`src/rtl/memory_dump_reader.sv`:
```
// Streams a contiguous range of words out of an async-read memory through a
// valid/ready port. Optional running checksum: define MEMORY_DUMP_CHECKSUM_EN.
module memory_dump_reader #(
    parameter int BITSIZE  = 32,
    parameter int ADDRSIZE = 16
) (
    input  logic                clk,
    input  logic                reset,
    input  logic                start,
    input  logic [ADDRSIZE-1:0] start_addr,
    input  logic [ADDRSIZE:0]   word_count,
    input  logic                abort,
    output logic [ADDRSIZE-1:0] mem_addr,
    input  logic [BITSIZE-1:0]  mem_rdata,
    output logic [BITSIZE-1:0]  dout,
    output logic [ADDRSIZE-1:0] dout_addr,
    output logic                dout_valid,
    input  logic                dout_ready,
    output logic                busy,
    output logic                done,
    output logic [BITSIZE-1:0]  checksum
);

    typedef enum logic [1:0] {S_IDLE, S_READ, S_HOLD, S_DONE} state_t;

    localparam logic [ADDRSIZE:0] REM_ONE = (ADDRSIZE+1)'(1);

    state_t                r_state;
    state_t                w_next;
    logic [ADDRSIZE-1:0]   r_addr;
    logic [ADDRSIZE:0]     r_rem;
    logic [BITSIZE-1:0]    r_dout;
    logic [ADDRSIZE-1:0]   r_dout_addr;
    logic                  r_dout_valid;
    logic                  w_start_ok;
    logic                  w_hs;

    // abort beats both a new start and a pending handshake
    assign w_start_ok = (r_state == S_IDLE) && start && !abort;
    assign w_hs       = (r_state == S_HOLD) && r_dout_valid && dout_ready && !abort;

    always_ff @(posedge clk) begin
        if (reset) r_state <= S_IDLE;
        else       r_state <= w_next;
    end

    always_comb begin
        w_next = r_state;
        case (r_state)
            S_IDLE: if (w_start_ok) w_next = (word_count == '0) ? S_DONE : S_READ;
            S_READ: w_next = abort ? S_IDLE : S_HOLD;
            S_HOLD: begin
                if (abort)     w_next = S_IDLE;
                else if (w_hs) w_next = (r_rem == REM_ONE) ? S_DONE : S_READ;
            end
            S_DONE: w_next = S_IDLE;
            default: w_next = S_IDLE;
        endcase
    end

    always_comb begin
        busy = (r_state != S_IDLE);
        done = (r_state == S_DONE);
    end

    always_ff @(posedge clk) begin
        if (reset) begin
            r_addr       <= '0;
            r_rem        <= '0;
            r_dout       <= '0;
            r_dout_addr  <= '0;
            r_dout_valid <= 1'b0;
        end else begin
            if (w_start_ok && word_count != '0) begin
                r_addr <= start_addr;
                r_rem  <= word_count;
            end
            if (r_state == S_READ && !abort) begin
                r_dout       <= mem_rdata;
                r_dout_addr  <= r_addr;
                r_dout_valid <= 1'b1;
            end
            if (w_hs) begin
                r_dout_valid <= 1'b0;
                if (r_rem != REM_ONE) begin
                    r_addr <= r_addr + ADDRSIZE'(1);
                    r_rem  <= r_rem - REM_ONE;
                end
            end
            if (abort && r_state != S_IDLE) r_dout_valid <= 1'b0;
        end
    end

`ifdef MEMORY_DUMP_CHECKSUM_EN
    logic [BITSIZE-1:0] r_checksum;

    always_ff @(posedge clk) begin
        if (reset)           r_checksum <= '0;
        else if (w_start_ok) r_checksum <= '0;
        else if (w_hs)       r_checksum <= r_checksum + r_dout;
    end

    assign checksum = r_checksum;
`else
    assign checksum = '0;
`endif

    assign mem_addr   = r_addr;
    assign dout       = r_dout;
    assign dout_addr  = r_dout_addr;
    assign dout_valid = r_dout_valid;

endmodule

```
`config.mk`:
```
export PLATFORM = sky130hd
export DESIGN_NAME = memory_dump_reader
export DESIGN_NICKNAME = d
export VERILOG_FILES = /design/src/rtl/memory_dump_reader.sv
export SDC_FILE = /design/constraint.sdc
export NUM_CORES = 1
export LEC_CHECK = 0
export CORE_MARGIN = 5
export CORE_UTILIZATION = 35
export CTS_BUF_LIST = sky130_fd_sc_hd__clkbuf_8
export CTS_CLUSTER_SIZE = 16
export DETAILED_ROUTE_END_ITERATION = 7
export PLACE_DENSITY = 0.72
export SETUP_SLACK_MARGIN = 0.05
export SYNTH_ARGS = -nofsm -noshare
export SYNTH_HDL_FRONTEND = slang
export SYNTH_SLANG_ARGS = --single-unit
```
`constraint.sdc`:
```
create_clock -name clk -period 6.08 [get_ports clk]
set_input_delay 1.216 -clock clk [delete_from_list [all_inputs] [get_ports clk]]
set_output_delay 1.216 -clock clk [all_outputs]
set_load 0.005 [all_outputs]
```
== Word-level counts from Yosys, hierarchy flattened ==
Index checks and enable logic that the tools add are counted.
Storage, ports and cells
  bits in registers: 84
  bits of input ports: 70
  output and inout port bits: 99
Operators by class
  add/sub/neg operators: 2
  equal/unequal tests: 7
  mux-type cells: 13
  reductions and logical operators: 15
Operators with widths (number)
  $mux 17: 3
  $mux 16: 3
  $eq 17x1->1 const B: 1
  $logic_not 17->1: 1
  $ne 17x1->1 const B: 1
  $reduce_bool 17->1: 1
  $sub 17x1->17 const B: 1
  $add 16x1->16 const B: 1
  $mux 2: 6
  $logic_and 1x1->1: 8
  $pmux 2 s4: 1
  $eq 2x2->1 const B: 2
  $ne 3x3->1 const B: 1
  $reduce_or 3->1: 1
  $eq 2x1->1 const B: 1
  $logic_not 2->1: 1
  $ne 2x2->1 const B: 1
  $reduce_and 2->1: 1
  $reduce_bool 2->1: 1
  $logic_not 1->1: 1

== Logic depth before layout (Yosys ltp) ==
  depth after elaboration: 7
  mapped depth: 10

== Worst setup path before layout ==
OpenSTA, ideal clock, no wires.
  path type: input to register
  from: input dout_ready
  to: register r_rem[6]
  library setup time: 0.070 ns
  data arrival time: 2.610 ns
  data required time: 6.010 ns
  path slack: 3.400 ns
  cell stages on the path: 7
  cell sequence: nand3_1 -> or3_4 -> a21o_1 -> buf_6 -> nor4_1 -> mux2_1 -> a21oi_1
On the way
  cells in the longest elaborated chain, start to end: 3
RTL lines
  start, declared: line 18  | input logic dout_ready,
  $logic_and 1x1->1 (2 in series): line 40  | assign w_hs = (r_state == S_HOLD) && r_dout_valid && dout_ready && !abort;
  $mux 17: line 83  | if (w_hs) begin
  end signal, assigned: line 76  | r_rem <= word_count;
  end signal, assigned: line 87  | r_rem <= r_rem - REM_ONE;
  end, declared: line 31  | logic [ADDRSIZE:0] r_rem;
Every way passes these cells.
A chain may end at the register's enable or synchronous reset.

== Worst setup path in the final report ==
  from: input dout_ready
  to: register r_rem[0]
The elaborated chain is that of the path after synthesis.

==> flow_summary_export.csv <==
group,metric,value,unit
route,postRouteWirelength,12000,um
route,drtIter0Drc,282,
cts,htreeDepth,3,
die,io_pins,169,
finish,finish.utilization,50.5,%
die,coreArea,10900,um^2
power,switchingPower,0.293,mW
cts,clk-insertion-delay-late,0.36,ns
grt,grt-ovfl-total,0,
die,die_height,116,um
finish,layout.nets,706,
synth,synth_commonest_cells,"nand2_1 (128), dfxtp_1 (84), a21oi_1 (72)",
sta,relSlewSlack,36.2,%
synth,synth_warnings,0,
power,p_comb_share,12.3,%
worst_setup_path,required,6.30,ns
cts,post_cts_buffers,0,
worst_setup_path,critPathMaxFanout,20,
synth,synth_area_leaders,"dfxtp_1 (43%), nand2_1 (12%), a21oi_1 (9.2%), buf_4 (6.3%), a31oi_1 (2.7%)",
sta,fmax,289,MHz
synth,seq_area_frac_synth,42.7,%
sta,worst_pin_slew,0.948,ns
cts,cts-root-buf,"clkbuf_8",
route,drc_errors,0,
worst_setup_path,cp_top_family,"compound AO/OA/AOI/OAI gates",
die,dieArea,13500,um^2
route,post_drt_wl_per_cell,15.4,um
worst_setup_path,arrival,3.68,ns
die,initial_utilization,36.0,%
placement,gp_congestion,0.824,
worst_setup_path,path_class,"input port to flip-flop",
placement,port_buffers,136,
worst_setup_path,slowest_delay,0.62,ns
worst_setup_path,cp_cell_sequence,"clkdlybuf4s50_1, nand3_1, or3_4, a21oi_2, nor2_1, a221oi_1, nor2_1",
die,dieWidth,116,um
worst_hold_path,hp-class,"flip-flop to flip-flop",
route,via_count,4028,
sta,rsz0062_at_grt,"false",
die,rows,38,
finish,diodes,0,
sta,slew_violations,0,
cts,clkTransAtPathRegs,0.09,ns
synth,synthFlopType,"dfxtp_1",
worst_setup_path,endpoint_kind,"flip-flop",
synth,synth_async_sr_flop_share,0,%
synth,yosysTopAreaCell,"dfxtp_1",
synth,yosysMostFrequentCell,"nand2_1",
finish,final_area,5520,um^2
grt,grt_pass1_vias,3814,
worst_setup_path,reg2reg_setup_slack,3.35,ns
sta,setup_tns,0,ns
synth,syn_area_per_cell,7.69,um^2
sta,timing.hold.ws,0.454,ns
synth,synth-edff-count,0,
grt,grt_pass1_wl,18700,um
route,dr.pass1.iters,5,
power,fin_total_pwr,1.26,mW
grt,grt_max_degree,85,
grt,grt_use_total,17.3,%
synth,netlist_instances,512,
route,viasPerCell,5.18,
worst_setup_path,cp_common_cell,"nor2_1",
synth,synthDistinctLibCells,52,
sta,fin_crit,3.46,ns
placement,pre_cts_ws,2.19,ns
placement,dp.cells,762,
sta,finalHoldViolCount,0,
finish,layout-drive-gt1-share,4.86,%
power,seq_power_share,46.3,%
placement,place_area,5260,um^2
placement,hpwl,8710,um
finish,areaGrowthSynthToFinish,40.3,%
cts,clk_path_buf_depth,2,
power,swShare,23.2,%
route,ant_nets,0,
power,peakVddDrop,0.111,mV
cts,cts-hold-fix-buffers,0,
sta,final-setup-viol-count,0,
sta,finalCritPeriodShare,57.0,%
power,power.internal,0.971,mW
power,power_frac_clock,41.4,%
sta,fin_skew,0.0124,ns
grt,antenna_found_initial,0,
outcome,status,"finished clean",
sta,setup_ws,2.62,ns
finish,layout.cells.non_filler,778,
power,power.density,229,nW/um^2
cts,cts_sinks,84,
cts,cts_tree,"done",
cts,cts-buffers-inserted,9,
run,max_cap_viol_count,0,
synth,netlist_area,3940,um^2
worst_setup_path,cpMaxStageDelayCell,"a21oi_2",
synth,synth_top_area_share,42.7,%
worst_setup_path,path_buf_inv,1,
worst_setup_path,startpoint_type,"input port",
power,p_leak,1.88,nW
synth,yosys_register_bits,84,
cts,cts_resized,0,
registers in the layout (all words and copies together), names as in the netlist:
| register | cells |
|---|---|
| r_state | 2 |
| dout_addr | 16 |
| dout_valid | 1 |
| r_rem | 17 |
| dout | 32 |
| mem_addr | 16 |
worst reg2reg max path, cell delays in order (launching register included):
cell,delay [ns]
dfxtp_1,0.42
ha_1,0.16
nor4b_1,0.35
and3b_1,0.31
a21oi_2,0.24
nor2_1,0.76
o21ai_0,0.25
a21oi_1,0.16
metal layers:
layer | vias up | routed length [um] | track usage [%]
met5 | - | 0 | 0
met4 | 0 | 272 | 7.66
met3 | 23 | 987 | 3.13
met2 | 182 | 5770 | 28.7
met1 | 1860 | 4990 | 21.8
li1 | 1963 | - | -
placed cells by master (no fill, tap or decap), types with 4 or more instances in the layout:
master           instances
clkdlybuf4s50_1        135
nand2_1                128
dfxtp_1                 84
a21oi_1                 72
conb_1                  32
nand3_1                 18
nor2_1                  18
a31oi_1                 17
o21ai_0                 13
nor3_1                  10
clkbuf_8                10
and2_1                   9
inv_1                    7
nor4_1                   7
or3_1                    6
buf_4                    6
o211ai_1                 5
nand2b_1                 4
nand4_1                  4
bufinv_16                4
cell type report:
cell class	count	area, um^2
fill	1092	5410
multi-input combinational	391	1980
sequential	84	1680
timing repair buffer	142	1400
tap	140	175
clock buffer	10	138
clock inverter	6	128
inverter	5	18.8
logic make-up after synthesis:
| family | count (synthesis) | synth area share [%] |
|---|---|---|
| AND/OR/NAND/NOR | 225 | 26.6 |
| AO/OA/AOI/OAI | 130 | 19.3 |
| flip-flops | 84 | 42.7 |
| buffers and inverters | 68 | 10.0 |
| adder cells (fa/ha/maj) | 3 | 0.954 |
| multiplexers | 1 | 0.286 |
| other | 1 | 0.0953 |
power groups by stage:
stage | sequential (mW) | clock [mW] | combinational (mW)
after floorplan | 0.594 | 0 | 0.0816
after global placement | 0.597 | 0 | 0.152
after detailed placement | 0.598 | 0 | 0.153
after CTS | 0.585 | 0.534 | 0.154
after global routing | 0.589 | 0.550 | 0.170
final | 0.586 | 0.523 | 0.155
final timing paths:
| kind | cells past startpoint | from | to |
|---|---|---|---|
| setup reg to reg | 7 | r_rem[0] | r_rem[2] |
| hold / removal | 2 | dout_addr[1] | dout_addr[1] |
| hold reg to reg | 2 | dout_addr[1] | dout_addr[1] |
| setup / recovery | 7 | dout_ready | r_rem[0] |
No activity file was read; power rests on OpenSTA's default activity.
==> RTL change (same flow settings) <==
Re-encode `state_t` (4 states) as Gray code, 2 bits wide.
--- a/src/rtl/memory_dump_reader.sv
+++ b/src/rtl/memory_dump_reader.sv
@@ -21,7 +21,7 @@
     output logic [BITSIZE-1:0]  checksum
 );
 
-    typedef enum logic [1:0] {S_IDLE, S_READ, S_HOLD, S_DONE} state_t;
+    typedef enum logic [1:0] {S_IDLE = 2'b00, S_READ = 2'b01, S_HOLD = 2'b11, S_DONE = 2'b10} state_t;
 
     localparam logic [ADDRSIZE:0] REM_ONE = (ADDRSIZE+1)'(1);
 
Function: no difference found for any inputs over 10 cycles, from zero or initial values and one cycle with reset high; not proved beyond that.
==> RTL change against the unedited design <==
- final cell count grew 3.3%
- routed wire length grew 8.4%
- maximum frequency shrank 3.1%
- clock power shrank 23%
- worst setup slack lost 110 ps
- power grew 1.8%
- count of clock-buffer cells in the layout shrank 1
- design area grew 3.3%
- sequential cell count is the same
- critical endpoint is now r_rem[2]
- via count grew 8.4%
- critical path depth is the same
- synthesized area grew 7.4%
- first-iteration DRC count grew 38%
==> RTL change: results (changes against the unedited design) <==
final_layout:
  layout.nets: 725  # +2.7%
  drive_gt1_frac: 0.0609  # +0.0123
power:
  power.internal_uw: 905  # -6.8%
  ir_drop_uv: 92.5  # -17%
  p_leak_nw: 1.94  # +3.3%
synth:
  ys_types: 59  # +13%
  synthTopCellsByArea: "dfxtp_1 (40%), nand2_1 (11%), a21oi_1 (7.9%), buf_4 (5.9%), nand3_1 (3.0%)"
  yosys-top-cells-count: "nand2_1 (128), dfxtp_1 (84), a21oi_1 (67)"
  yosysSeqAreaShare: 0.398  # -0.0294
global_routing:
  grt_pass1_wl_um: 20000  # +6.9%
  grt_pass1_vias: 3988  # +4.6%
  use_met1: 0.223  # +0.00463
  grt_start_max_net_pins: 61  # -28%
  grtUsageMet3: 0.0415  # +0.0101
  globalRouteTotalUtil: 0.169  # -0.00320
setup_path:
  r2r_cells: 5  # -2
  crit_arrival_ps: 3760  # +80 ps
  reg2reg_from: "r_state[1]"
  regToRegSetupSlack_ps: 3550  # +200 ps
  path_max_fanout: 19  # -5.0%
route:
  dr.pass1.iters: 7  # +2
  drt_iter0_drc: 388  # +38%
  drt_wl_total_um: 13000  # +8.4%
placement:
  dp_hpwl_um: 9290  # +6.6%
  placed_area_sq_um: 5500  # +4.7%
run_status:
  status: "completed"
hold_path:
  hold_path_class: "flop to flop"
  hp-start: "dout[4]"
clock_tree:
  clk_path_buf_depth: 2  # unchanged
timing:
  max-slew-margin-rel: 0.209  # -0.154
  finClkSkew_ps: 8.23  # -4.21 ps
[RTL change: cell count changes after synthesis, sizes merged, moves of 6 or more]
cell and change:
and2 -9, or4 +6, o21ai -12, nand3 +7, clkbuf +6, a32oi +6
a21oi -6
[RTL change: power groups by stage]
stage                     clock network [mW]  logic (mW)  registers (mW)
after detailed placement                   0       0.268           0.625
after CTS                              0.424       0.269           0.613
after global placement                     0       0.264           0.623
after global routing                   0.441       0.296           0.619
after floorplan                            0       0.162           0.615
final                                  0.402       0.271           0.613
[RTL change: layout make-up]
| cell class | instances | area (sq um) | area share |
|---|---|---|---|
| clock buffer | 9 | 124 | 0.0217 |
| multi-input combinational | 408 | 2220 | 0.389 |
| inverter | 9 | 33.8 | 0.00592 |
| timing repair buffer | 140 | 1390 | 0.243 |
| sequential | 84 | 1680 | 0.295 |
| clock inverter | 7 | 76.3 | 0.0134 |
| tap | 147 | 184 | 0.0323 |
[RTL change: worst max-delay path by stage]
stage               depth (start not counted)  slack [ps]           from     endpoint
floorplan                                   6        3380          abort  mem_addr[1]
global placement                            6        2220  word_count[2]     r_rem[5]
detailed placement                          6        2170  word_count[2]     r_rem[8]
CTS                                         6        2550  word_count[2]    r_rem[11]
global route                                6        2300  word_count[2]    r_rem[11]
finish                                      7        2510          abort     r_rem[2]
[RTL change: per-stage QoR]
step | util | cells | power [mW] | hold WS, ps | worst slack, ps
CTS | 0.479 | 804 | 1.31 | 460 | 2550
detailed placement | 0.462 | 788 | 0.894 | 445 | 2170
global placement | 0.462 | 788 | 0.888 | 441 | 2220
global route | 0.479 | 804 | 1.36 | 475 | 2300
floorplan | - | 571 | 0.777 | 453 | 3380
finish | 0.479 | 804 | 1.29 | 456 | 2510
[RTL change: kinds of logic after synthesis]
logic type / share of synthesized area
compound gates: 0.208
fa+ha+maj: 0.00888
buf+inv: 0.108
flops: 0.398
mux: 0.00977
other cells: 0.000888
simple gates: 0.266
[RTL change: layer usage]
layer	vias up	routed length, um
met2	199	6070
met5	-	0
met3	23	1020
li1	2097	-
met1	2046	5630
met4	0	309
[RTL change: critical path: stages]
cell and delay, ps:
clkdlybuf4s50_1 450, nand2b_1 220, nor3_1 510, a21boi_2 730, buf_4 370, mux2_2 190
o22ai_1 60
